**src/rtl/spi_arb_pkg.sv**
```systemverilog
// Shared types and helpers for the SPI transaction arbiter.
package spi_arb_pkg;

  typedef enum logic [2:0] {
    IDLE,
    LAUNCH,
    WAIT,
    DONE,
    ABORT,
    DRAIN
  } state_t;

  // Master chip-selects are active low; all ones means no slave selected.
  localparam logic [3:0] SLV_IDLE_CS = 4'hF;
  localparam int         NREQ_DEF    = 4;
  localparam int         IDX_W       = $clog2(NREQ_DEF);

  // Binary slave index to the master's one-hot select.
  function automatic logic [3:0] onehot4(input logic [1:0] idx);
    onehot4 = 4'b0001 << idx;
  endfunction

endpackage

```
**src/rtl/spi_txn_arbiter_rr.sv**
```systemverilog
// Combinational rotate-priority arbiter: the first set request at or above
// ptr (wrapping) wins, so ptr-1 has the lowest priority.
module rr_arbiter #(
  parameter int NREQ = 4
) (
  input  logic [NREQ-1:0]         req,
  input  logic [$clog2(NREQ)-1:0] ptr,
  output logic                    vld,
  output logic [$clog2(NREQ)-1:0] win
);

  localparam int AW = $clog2(NREQ);

  int k;

  // Scan from the farthest offset down so the nearest request overwrites last.
  always_comb begin
    vld = 1'b0;
    win = '0;
    k   = 0;
    for (int i = NREQ - 1; i >= 0; i--) begin
      k = int'(ptr) + i;
      if (k >= NREQ) k = k - NREQ;
      if (req[k]) begin
        vld = 1'b1;
        win = AW'(k);
      end
    end
  end

endmodule

```
**src/rtl/spi_txn_arbiter.sv**
```systemverilog
// Shares one SPI master between NREQ requesters: round-robin grant, frame and
// slave latch, start/done handshake, per-requester ack or timeout error.
module spi_txn_arbiter
  import spi_arb_pkg::*;
#(
  parameter int NREQ    = NREQ_DEF,
  parameter int DW      = 12,
  parameter int NSLV    = 4,
  parameter int TIMEOUT = 511
) (
  input  logic                    clk,
  input  logic                    rst_n,
  input  logic [NREQ-1:0]         req,
  input  logic [NREQ*DW-1:0]      req_data,
  input  logic [NREQ*2-1:0]       req_slave,
  output logic [NREQ-1:0]         ack,
  output logic [NREQ-1:0]         err,
  output logic                    busy,
  output logic [$clog2(NREQ)-1:0] active_id,
  output logic                    spi_start,
  output logic [DW-1:0]           spi_din,
  output logic [NSLV-1:0]         spi_which_slave,
  input  logic [NSLV-1:0]         spi_cs,
  input  logic                    spi_done
);

  localparam int AW = $clog2(NREQ);
  localparam int CW = $clog2(TIMEOUT + 1);

  state_t          state, state_nxt;
  logic [AW-1:0]   ptr, win, ptr_inc;
  logic            win_vld, grant;
  logic            done_q, done_rise, cs_idle, tmo;
  logic [CW-1:0]   cnt;
  logic [NREQ-1:0] id_oh;

  rr_arbiter #(.NREQ(NREQ)) u_rr (
    .req (req),
    .ptr (ptr),
    .vld (win_vld),
    .win (win)
  );

  assign cs_idle   = (spi_cs == SLV_IDLE_CS);
  assign done_rise = spi_done & ~done_q;
  // The counter reaches TIMEOUT on the edge where it currently holds TIMEOUT-1.
  assign tmo       = (cnt == CW'(TIMEOUT - 1));
  // Only grant into a master that is genuinely idle (covers post-reset recovery).
  assign grant     = win_vld & cs_idle & ~spi_done;
  assign ptr_inc   = (active_id == AW'(NREQ - 1)) ? '0 : active_id + 1'b1;
  assign id_oh     = {{(NREQ-1){1'b0}}, 1'b1} << active_id;

  // State register.
  always_ff @(posedge clk or negedge rst_n) begin
    if (!rst_n) state <= IDLE;
    else        state <= state_nxt;
  end

  // Next state; done beats timeout in WAIT, timeout beats accept in LAUNCH.
  always_comb begin
    state_nxt = state;
    case (state)
      IDLE:    if (grant) state_nxt = LAUNCH;
      LAUNCH:  if (tmo) state_nxt = ABORT;
               else if (!cs_idle) state_nxt = WAIT;
      WAIT:    if (done_rise) state_nxt = DONE;
               else if (tmo) state_nxt = ABORT;
      DONE:    state_nxt = IDLE;
      ABORT:   state_nxt = DRAIN;
      DRAIN:   if (cs_idle && !spi_done) state_nxt = IDLE;
      default: state_nxt = IDLE;
    endcase
  end

  // Moore outputs decoded from state; ack and err live in disjoint states.
  always_comb begin
    busy      = (state != IDLE);
    spi_start = (state == LAUNCH);
    ack       = (state == DONE)  ? id_oh : '0;
    err       = (state == ABORT) ? id_oh : '0;
  end

  // Grant latch, timeout counter, edge detect and round-robin pointer.
  always_ff @(posedge clk or negedge rst_n) begin
    if (!rst_n) begin
      done_q          <= 1'b0;
      cnt             <= '0;
      ptr             <= '0;
      active_id       <= '0;
      spi_din         <= '0;
      spi_which_slave <= '0;
    end else begin
      done_q <= spi_done;
      if (state == IDLE && grant) begin
        spi_din         <= req_data[win*DW +: DW];
        spi_which_slave <= onehot4(req_slave[win*2 +: 2]);
        active_id       <= win;
        cnt             <= '0;
      end else if (state == LAUNCH || state == WAIT) begin
        cnt <= cnt + 1'b1;
      end
      if (state == DONE || state == ABORT) ptr <= ptr_inc;
    end
  end

endmodule
```
**config.mk**
```make
export PLATFORM = sky130hd
export DESIGN_NAME = spi_txn_arbiter
export DESIGN_NICKNAME = d
export VERILOG_FILES = /design/src/rtl/spi_arb_pkg.sv /design/src/rtl/spi_txn_arbiter_rr.sv /design/src/rtl/spi_txn_arbiter.sv
export SDC_FILE = /design/constraint.sdc
export NUM_CORES = 1
export LEC_CHECK = 0
export CAP_MARGIN = 0
export CORE_MARGIN = 5
export CORE_UTILIZATION = 28
export DETAILED_ROUTE_END_ITERATION = 12
export DONT_BUFFER_PORTS = 1
export SLEW_MARGIN = 20
export SYNTH_ARGS = -nofsm -noshare
export SYNTH_HDL_FRONTEND = slang
export SYNTH_HIERARCHICAL = 1
export SYNTH_SLANG_ARGS = --single-unit
```
**constraint.sdc**
```tcl
create_clock -name clk -period 4.55 [get_ports clk]
set_input_delay 0 -clock clk [delete_from_list [all_inputs] [get_ports clk]]
set_output_delay 0 -clock clk [all_outputs]
set_load 0.1 [all_outputs]
```
Yosys cells after proc, flatten, opt, wreduce, memory -nomap -nowiden --
Index checks and enable logic that the tools add are counted.
Storage, ports and cells: flip-flop bits (word level) 33, logic and storage cells 91
Cells by class: add/subtract/negate cells 9, multipliers 1, magnitude comparators 8, eq/ne operators 12, shift-type cells 4, mux-type cells 36, bitwise logic cells 5, reduce and logical (&&, ||, !) cells 9
Operator list (number):
- < comparator 32 x 4 -> 1 bit (second input constant) | 4
- two-way mux 32 bit | 4
- greater-or-equal comparator 32 x 4 -> 1 bit (second input constant) | 3
- subtractor 32 x 4 -> 32 bit (second input constant) | 3
- variable part select 48 x 7 -> 12 bit | 1
- two-way mux 3 bit | 6
- two-way mux 9 bit | 2
- case mux 3 bit (5 select lines) | 1
- two-way mux 1 bit | 12
- two-way mux 2 bit | 5
- adder 9 x 1 -> 9 bit (second input constant) | 1
- == test 9 bit (second input constant) | 1
- binary-select mux 1 bit (select 2 bit) | 4
- two-way mux 4 bit | 2
- variable part select 8 x 4 -> 2 bit | 1
- << shifter 1 x 2 -> 4 bit (first input constant) | 2
- adder 2 x 2 -> 3 bit (second input constant) | 2
- == test 3 x 2 -> 1 bit (second input constant) | 2
- == test 3 bit (second input constant) | 2
- == test 4 bit (second input constant) | 1
- multiplier 2 x 2 -> 4 bit (second input constant) | 1
- inequality test 2 bit (second input constant) | 2
- AND reduction 4 bit | 1
- subtractor 2 x 3 -> 4 bit (second input constant) | 1
- other kinds (15) | 20

Longest topological paths before layout --
Gate-level depths: netlist (run 1).
depth after elaboration 14, mapped depth 8, depth with buffers taken out 6

Cells and area by module --
Netlist (run 1), hierarchy kept.
Modules (own cells, without submodules):
- spi_txn_arbiter | instances 1, cells an instance 207, area an instance 2075.7 µm², sequential area each 825.8 µm²
- rr_arbiter | instances 1, cells an instance 13, area an instance 77.6 µm², sequential area each 0.0 µm²

Worst setup path before layout (run 1) --
OpenSTA, ideal clock, no wires.
path kind register to register, start reg state[0], end reg state[1], setup time 82 ps, arrival 3254 ps, required time 4468 ps, path slack 1214 ps, stages on the path, launching flop included 6, path buffers 1, path through dfrtp_1 -> clkbuf_1 -> inv_1 -> nor3_1 -> a32oi_1 -> a21oi_1
Between the ends: cells in the longest elaborated chain, start to end 3, elaborated cells on any way between the ends 11, classes of those cells eq/ne: 8; mux: 1; reduce/logical: 2
RTL lines:
- from (decl) | line spi_txn_arbiter.sv:30 | state_t state, state_nxt;
- from (signal assigned) | line spi_txn_arbiter.sv:56 | else state <= state_nxt;
- == test 3 x 1 -> 1 bit (*)
- named net spi_start | line spi_txn_arbiter.sv:20 | output logic spi_start,
- inequality test 3 x 2 -> 1 bit (no line)
- AND reduction 4 bit (no line)
The timed path passes the listed nets; every way through them passes the cells marked *. A chain may end at the register's enable or synchronous reset.

Worst setup path after layout (run 1) --
start reg state[2], end reg spi_which_slave[2]
Between the ends: cells in the longest elaborated chain, start to end 2
RTL lines:
- zero test 3 bit | line spi_txn_arbiter.sv:94 | if (state == IDLE && grant) begin
- logical AND 1 bit | line spi_txn_arbiter.sv:94
- to (signal assigned) | line spi_txn_arbiter.sv:96 | spi_which_slave <= onehot4(req_slave[win*2 +: 2]);
- to (decl) | line spi_txn_arbiter.sv:22 | output logic [NSLV-1:0] spi_which_slave,
Every way passes these cells.

==> metrics.yaml, run 1 <==
status: "finished, violations left"
violations: "hold timing"
ys_ff_latch: 33
p_total_w: 0.002110
cts_buffer_depth: 2
drc_errors: 0
ant_nets: 0
hp-class: "primary input to register"
fillers: 820
portBuffers: 0
tightest_slew_ps: 1039
async_flop_share_pct: 100.0
multiInputGateArea_um2: 1239
n_antenna_cell: 0
synth_area_um2: 2153
pwr-share-clk_pct: 10.9
syn_to_final_growth_pct: 11.56
cap_viol_max_count: 0
rsz0062_at_grt: "false"
crit_chain: "or3_4, or4_4, a22o_1"
netlist_instances: 220
rr_worst_depth: 3
antenna_found_initial: 0
period_share_pct: 54.73
grt_max_degree: 34
grt_pass1_vias: 1655
grt_pass1_wl_um: 8935
cp-endpoint: "spi_which_slave[2]"
intPower_w: 0.0008521
required_ps: 4720
clock_latency_ps: 290
ys_seq_area_share_pct: 38.35
wirelength_um: 5613
hold_violations: 1
hold_slack_ps: -7.774
critPathKind: "register to register"
worstSetupEndpointType: "register"
die_h_um: 97.70
pin_count: 95
crit_fanout: 28
die_area_um2: 9544
cp.depth: 3
globalplace.congestion: 0.7686
clock-root-buffer: "clkbuf_8"
first_pass_iters: 6
placementRows: 32
globalRouteTotalUtil_pct: 11.83
avgSynthCellArea_um2: 9.788
coreArea_um2: 7607
post-cts-setup-buffer-count: 0
p_sw_share_pct: 59.61
cts_made_buffers: 5
cts_max_level: 2
p_leak_nw: 0.9904
yosysMostFrequentCell: "nand2_1"
drive_above_1_share_pct: 14.48
vdd_drop_max_uv: 361.2
dieWidth_um: 97.70
synth_nets: 293
max-slew-margin-rel_pct: 30.77
synth-edff-count: 0
fin_worst_skew_ps: 12.86
cp.arrival_ps: 2660
setup.worst_path.start_class: "register"
crit_path_start: "state[2]"
crit_family: "simple AND/OR/NAND/NOR gates"
cts.sinks: 33
fin_nets: 294
yosysWarnings: 6
r2r_start: "state[2]"
fin_crit_ps: 2490
yosysTopAreaCellShare_pct: 38.35
ys_types: 42
fmax_mhz: 401.5
synthTopCellsByArea: "dfrtp_1 38%, mux4_2 15%, nand2_1 8.7%"
path_buf_inv: 0
ys.flop_type: "dfrtp_1"
vias: 1685
p_seq_share_pct: 54.6
slowest_delay_ps: 700
regToRegEndpoint: "spi_which_slave[2]"
power_density_nw_per_um2: 878.2
via_per_inst: 5.217
clk_pin_slew_ps: 80
wire_per_inst_um: 17.38
tritoncts: "done"
setup_viol: 0
power_switching_w: 0.001258
regToRegSetupSlack_ps: 2060
dp_hpwl_um: 4136
start_util_pct: 28.31
gr-total-overflow: 0
synth_common_cells: "50 x nand2_1, 33 x dfrtp_1, 14 x mux4_2"
dr.first_iter.drc_count: 79
finalMaxSlewViolations: 0
ff_latch_area_um2: 825.8
pwr-share-comb_pct: 34.5
synth_top_area_cell: "dfrtp_1"
tns_ps: 0
critPathSlowestCell: "dfrtp_1"
[how the worst min path moves through the flow]
stage	from	endpoint	slack [ps]	cells past startpoint
5_1_grt	spi_done	state[1]	6	3
6_report	req[0]	active_id[0]	-8	3
3_5_place_dp	rst_n	done_q	-290	0
2_1_floorplan	rst_n	active_id[0]	-300	0
4_1_cts	spi_done	state[1]	8	3
3_3_place_gp	rst_n	done_q	-290	0
[worst reg2reg max path, cell delays in order (launching register included)]
cell and delay, ps:
dfrtp_1 700, or3_4 690, or4_4 680, a22o_1 290
[registers in the layout (all words and copies together) (netlist names)]
| register | flops |
|---|---|
| spi_din | 12 |
| cnt | 9 |
| spi_which_slave | 4 |
| state | 3 |
| active_id | 2 |
| ptr | 2 |
| done_q | 1 |
[cell families (layout without fill, tap and decap cells)]
group	after synthesis	count (layout)	synth area share [%]
AOI/OAI and AO/OA	36	36	11.39
xor gates and xnor gates	5	5	2.034
adders and majority gates	6	6	3.486
buffers and inverters	19	20	5.113
DFF	33	33	38.35
muxes	16	16	15.57
and+or+nand+nor	105	105	24.06
[layer usage]
layer	GRT usage (%)	vias up	wire, um
li1	-	794	-
met3	5.240	6	460
met4	2.236	0	44
met5	0	-	0
met1	14.66	826	2350
met2	19.19	59	2759
[power by group through the flow]
stage	Sequential, W	Combinational (W)	Clock [W]
3_3_place_gp	0.00115	0.000696	0
3_5_place_dp	0.00116	0.000715	0
5_1_grt	0.00117	0.000810	0.000255
6_report	0.00115	0.000728	0.000231
2_1_floorplan	0.00109	0.000599	0
4_1_cts	0.00115	0.000727	0.000239
[cell type report]
type	instances	share of cell area, %
clock inverter	1	0.3125
inverter	6	0.9375
tap	102	5.312
timing repair buffer	7	4.063
sequential	33	34.38
multi-input combinational	168	51.56
clock buffer	6	3.438
[per-stage QoR]
step	std cells	cell area (um2)	setup slack, ps	util, %	hold slack, ps
after floorplan	220	2153	1214	-	-295.6
after global placement	312	2257	1981	29.67	-293.7
after detailed placement	312	2257	1895	29.67	-293.7
after CTS	322	2387	1883	31.38	7.579
after global routing	323	2402	1925	31.58	6.458
final	323	2402	2060	31.58	-7.774
[timing repair]
item,CTS,global route
hold endpoints to repair,35,0
hold buffers,3,0
gates resized for setup,0,0
[placed cells by master, fill, tap and decap left out, types with 2 or more instances in the layout]
cell / netlist / layout
nor3b_1: 2 / 2
nand4_1: 2 / 2
o31ai_1: 4 / 4
mux2i_1: 2 / 2
mux4_2: 14 / 14
inv_1: 6 / 6
xnor2_1: 5 / 5
a211oi_1: 3 / 3
dfrtp_1: 33 / 33
and2_1: 5 / 5
nand2_1: 50 / 50
and3_1: 4 / 4
buf_4: 0 / 2
or3_1: 7 / 7
nand3_1: 3 / 3
a22o_1: 2 / 2
a221oi_1: 2 / 2
nor2_1: 12 / 12
clkbuf_8: 0 / 6
nand2b_1: 6 / 6
nor3_1: 5 / 4
a21oi_1: 6 / 6
nor2b_1: 2 / 2
dlygate4sd3_1: 0 / 2
o21ai_0: 11 / 11
ha_1: 6 / 6
No activity file was read; power rests on OpenSTA's default activity.
==> run 2: changes to the inputs <==
clock period = 2.4 ns   (was 4.55 ns; I/O delays follow)
==> run 2 against run 1 <==
Compared with the run above: the run now ends clean; worst setup slack got worse by 1700 ps; sequential share of layout area fell by 3.4 points; register-to-register slack got worse by 1700 ps; critical path depth rose by 3; critical path type unchanged; largest cell class unchanged; largest power group is now combinational logic.
==> metrics.yaml, run 2 (synthesis results as in run 1) <==
placementRows: 32
p_leak_nw: 1.167
cap_viol_max_count: 0
wire_per_inst_um: 15.62
finalMaxSlewViolations: 0
die_area_um2: 9544
vias: 1762
crit_chain: "mux2i_1, a211oi_4, buf_12, mux4_2, nor2_1, a22o_1"
start_util_pct: 28.31
first_pass_iters: 4
crit_fanout: 15
ant_nets: 0
antenna_found_initial: 0
n_antenna_cell: 0
hold_violations: 0
globalplace.congestion: 0.8173
clk_pin_slew_ps: 70
rr_worst_depth: 6
layout_commonest_cell: "nand2_1"
critPathKind: "register to register"
fin_worst_skew_ps: 6.264
regToRegEndpoint: "spi_which_slave[2]"
drive_above_1_share_pct: 25.00
portBuffers: 0
met2WireLength_um: 2776
setup_viol: 0
hold_depth: 3
reg_top3: "spi_din (12), cnt (9), spi_which_slave (4)"
drc_errors: 0
dieWidth_um: 97.70
rsz0062_at_grt: "false"
fmax_mhz: 493.9
pin_count: 95
hold_end: "spi_din[3]"
hold_slack_ps: 40.24
tritoncts: "done"
cp.arrival_ps: 2250
path_buf_inv: 1
r2r_start: "ptr[1]"
largest_reg_flops: 12
crit_family: "multiplexers"
cts.sinks: 33
grt_max_degree: 34
holdCritStartpoint: "req_data[3]"
status: "completed"
grt_pass1_vias: 1754
die_h_um: 97.70
fin_util_pct: 35.00
period_share_pct: 84.36
dp_slack_ps: 390.7
cts_buffer_depth: 2
post-cts-setup-buffer-count: 0
regToRegSetupSlack_ps: 380
largest-register: "spi_din"
gr-total-overflow: 0
max-slew-margin-rel_pct: 74.31
wl_met3_um: 397
globalRouteTotalUtil_pct: 11.70
cts_max_level: 2
syn_to_final_growth_pct: 23.65
fin_crit_ps: 2025
worstSetupEndpointType: "register"
tns_ps: 0
coreArea_um2: 7607
hp-class: "primary input to register"
cts_made_buffers: 5
clock-root-buffer: "clkbuf_8"
critPathSlowestCell: "mux4_2"
final_cell_mix: "50 x nand2_1, 33 x dfrtp_1, 33 x buf_4"
highest_layer: "met4"
power_density_nw_per_um2: 1665
fin_nets: 324
setup_ws_ps: 375.4
grt_pass1_wl_um: 9094
cts_resized: 0
clock_latency_ps: 280
setup.worst_path.start_class: "register"
tightest_slew_ps: 383.9
wirelength_um: 5530
dp_hpwl_um: 4244
vdd_drop_max_uv: 662.1
hold_buffers: 3
dr.first_iter.drc_count: 93
wl_met1_um: 2307
slowest_delay_ps: 570
via_per_inst: 4.977
required_ps: 2630
[run 2: cell count changes in the layout (fill, tap and decap cells not counted), sizes merged]
cell      delta
buf         +30
bufinv       +2
clkbuf       -1
clkinv       +1
clkinvlp     -1
[run 2: where the power goes]
part / total [W] / internal (W) / switching, W
clock network: 0.000620 / 0.000413 / 0.000208
logic: 0.00278 / 0.000806 / 0.00198
registers: 0.00103 / 0.000809 / 0.000220
total: 0.00443 / 0.00203 / 0.00241
[run 2: worst max path at each step]
stage / from / endpoint / slack (ps) / cells past startpoint
after floorplan: state[0] / state[1] / 5 / 5
after global placement: ptr[1] / spi_which_slave[2] / 420 / 5
final: ptr[1] / spi_which_slave[2] / 380 / 6
after CTS: ptr[1] / spi_which_slave[2] / 380 / 6
after detailed placement: ptr[1] / spi_which_slave[2] / 390 / 5
after global routing: ptr[1] / spi_which_slave[2] / 270 / 6
[run 2: stage by stage]
stage                     cells  total power [W]  instance area, um2
after floorplan             220         0.003211                2158
after global placement      343         0.003793                2489
after detailed placement    343         0.003821                2489
after CTS                   354         0.004480                2663
after global routing        354         0.004699                2663
final                       354         0.004434                2663
[run 2: final cells by class]
type                            count  area (um2)
Clock buffer                        5       68.82
Clock inverter                      3       65.06
Fill cell                         808        4945
Inverter                            6       22.52
Multi-Input combinational cell    168        1245
Sequential cell                    33       825.8
Tap cell                          102       127.6
Timing Repair Buffer               37       307.8
[run 2: metal layers]
layer,vias to the layer above,GRT usage (%)
met5,-,0
met4,0,2.875
met3,8,4.092
met2,58,19.56
met1,848,14.44
li1,848,-
[run 2: tightest hold or removal path: stages]
cell and delay, ps:
mux4_2 200, nand2_1 50, nand2_1 40
==> run 3: changes to the inputs <==
clock period = 2.1 ns   (was 2.4 ns; I/O delays follow)
==> run 3 against run 2 <==
Compared with the run above: clock power shrank 26%; register-to-register slack lost 220 ps; design area grew 1.6%; count of clock-buffer cells in the layout grew 1; largest cell class unchanged; routed wire length grew 3.1%; critical path depth is the same; flip-flop and latch count is the same; via count grew 1.2%; die area is the same; fmax grew 4.0%; global-route usage grew 0.25 points; largest power group unchanged.
==> metrics.yaml, run 3 (synthesis results as in run 1) <==
hp-class: "primary input to register"
portBuffers: 0
p_leak_nw: 1.169
hold_violations: 0
dieWidth_um: 97.70
final_cell_mix: "50 x nand2_1, 32 x dfrtp_1, 29 x buf_4"
coreArea_um2: 7607
cts.sinks: 33
globalplace.congestion: 0.8401
reg_top3: "spi_din (12), cnt (9), spi_which_slave (4)"
worstSetupEndpointType: "register"
period_share_pct: 92.67
wirelength_um: 5700
grt_pass1_wl_um: 9384
vias: 1783
first_pass_iters: 4
wire_per_inst_um: 16.01
pin_count: 95
cp.arrival_ps: 2120
drc_errors: 0
regToRegEndpoint: "spi_din[10]"
clk_pin_slew_ps: 70
cts_buffer_depth: 2
hold_end: "spi_din[1]"
layout_commonest_cell: "nand2_1"
dp_hpwl_um: 4368
vdd_drop_max_uv: 935.5
placementRows: 32
fin_util_pct: 35.56
setup.worst_path.start_class: "register"
post-cts-setup-buffer-count: 0
fin_nets: 326
globalRouteTotalUtil_pct: 11.95
antenna_found_initial: 0
dr.first_iter.drc_count: 68
largest-register: "spi_din"
rsz0062_at_grt: "false"
fin_worst_skew_ps: 4.406
tightest_slew_ps: 372.0
fmax_mhz: 513.9
start_util_pct: 28.31
die_h_um: 97.70
die_area_um2: 9544
cts_max_level: 2
clock-root-buffer: "clkbuf_8"
cap_viol_max_count: 0
power_density_nw_per_um2: 1800
rr_worst_depth: 6
critPathKind: "register to register"
clock_latency_ps: 280
required_ps: 2270
ant_nets: 0
p_total_w: 0.004869
hold_depth: 4
setup_viol: 0
via_per_inst: 5.008
grt_max_degree: 34
status: "completed"
crit_fanout: 13
holdCritStartpoint: "spi_done"
largest_reg_flops: 12
cts_made_buffers: 5
tns_ps: 0
regToRegSetupSlack_ps: 150
r2r_start: "ptr[1]"
n_antenna_cell: 0
max-slew-margin-rel_pct: 75.13
fin_crit_ps: 1946
finalMaxSlewViolations: 0
grt_pass1_vias: 1837
tritoncts: "done"
syn_to_final_growth_pct: 25.62
gr-total-overflow: 0
drive_above_1_share_pct: 25.98
[run 3: cell count changes in the layout (fill, tap and decap cells not counted)]
| cell | delta |
|---|---|
| buf_12 | +6 |
| buf_4 | -4 |
| bufinv_16 | -2 |
| clkbuf_1 | +1 |
| clkinv_2 | +1 |
| dfrtp_1 | -1 |
| dfrtp_2 | +1 |
| nor2_1 | -1 |
| nor2_2 | +1 |
[run 3: where the power goes]
group	internal, W	total [W]	switching (W)	leakage, nW
combinational	0.000958	0.00328	0.00232	0.707
sequential	0.000927	0.00113	0.000205	0.417
clock	0.000230	0.000458	0.000228	0.0450
total	0.00211	0.00487	0.00275	1.17
[run 3: worst max-delay path by stage]
stage / start / to / slack [ps] / cells after the start
5_1_grt: ptr[1] / spi_din[10] / 20 / 6
3_5_place_dp: ptr[1] / spi_din[11] / 110 / 6
4_1_cts: ptr[1] / spi_din[10] / 110 / 6
3_3_place_gp: ptr[1] / spi_din[8] / 160 / 6
6_report: ptr[1] / spi_din[10] / 150 / 6
2_1_floorplan: active_id[0] / err[3] / 40 / 2
[run 3: metal layers]
layer,part of all wire [%],GRT usage (%)
met4,0,1.704
met3,7.5,4.164
met5,0,0
met1,43,15.62
met2,50,19.56
[run 3: critical path, cell delays in order, from the launching register on]
cell and delay (ps):
dfrtp_2 450, mux2i_1 170, a211oi_4 350, buf_12 210, mux4_2 510, nand2_1 80, nand2_1 50
[run 3: timing repair]
action / 4_1_cts / 5_1_grt
hold buffers: 3 / 0
resized for setup: 0 / 2
setup endpoints to repair: 0 / 2
hold endpoints to repair: 35 / 0
[run 3: metrics by stage]
stage / cells / cell area, um2 / hold slack, ps / worst slack, ps
6_report: 356 / 2705 / 37.81 / 154.0
5_1_grt: 356 / 2705 / 34.10 / 17.81
4_1_cts: 356 / 2701 / 30.78 / 105.1
3_5_place_dp: 345 / 2579 / -294.8 / 105.3
3_3_place_gp: 345 / 2579 / -294.8 / 159.8
2_1_floorplan: 220 / 2166 / -295.6 / 36.14
[run 3: layout make-up]
cell class                 instances  area (um2)
sequential                        33       827.0
clock inverter                     2       10.01
multi-input combinational        168        1247
fill                             802        4902
clock buffer                       6       72.57
tap                              102       127.6
inverter                           6       22.52
timing repair buffer              39       397.9
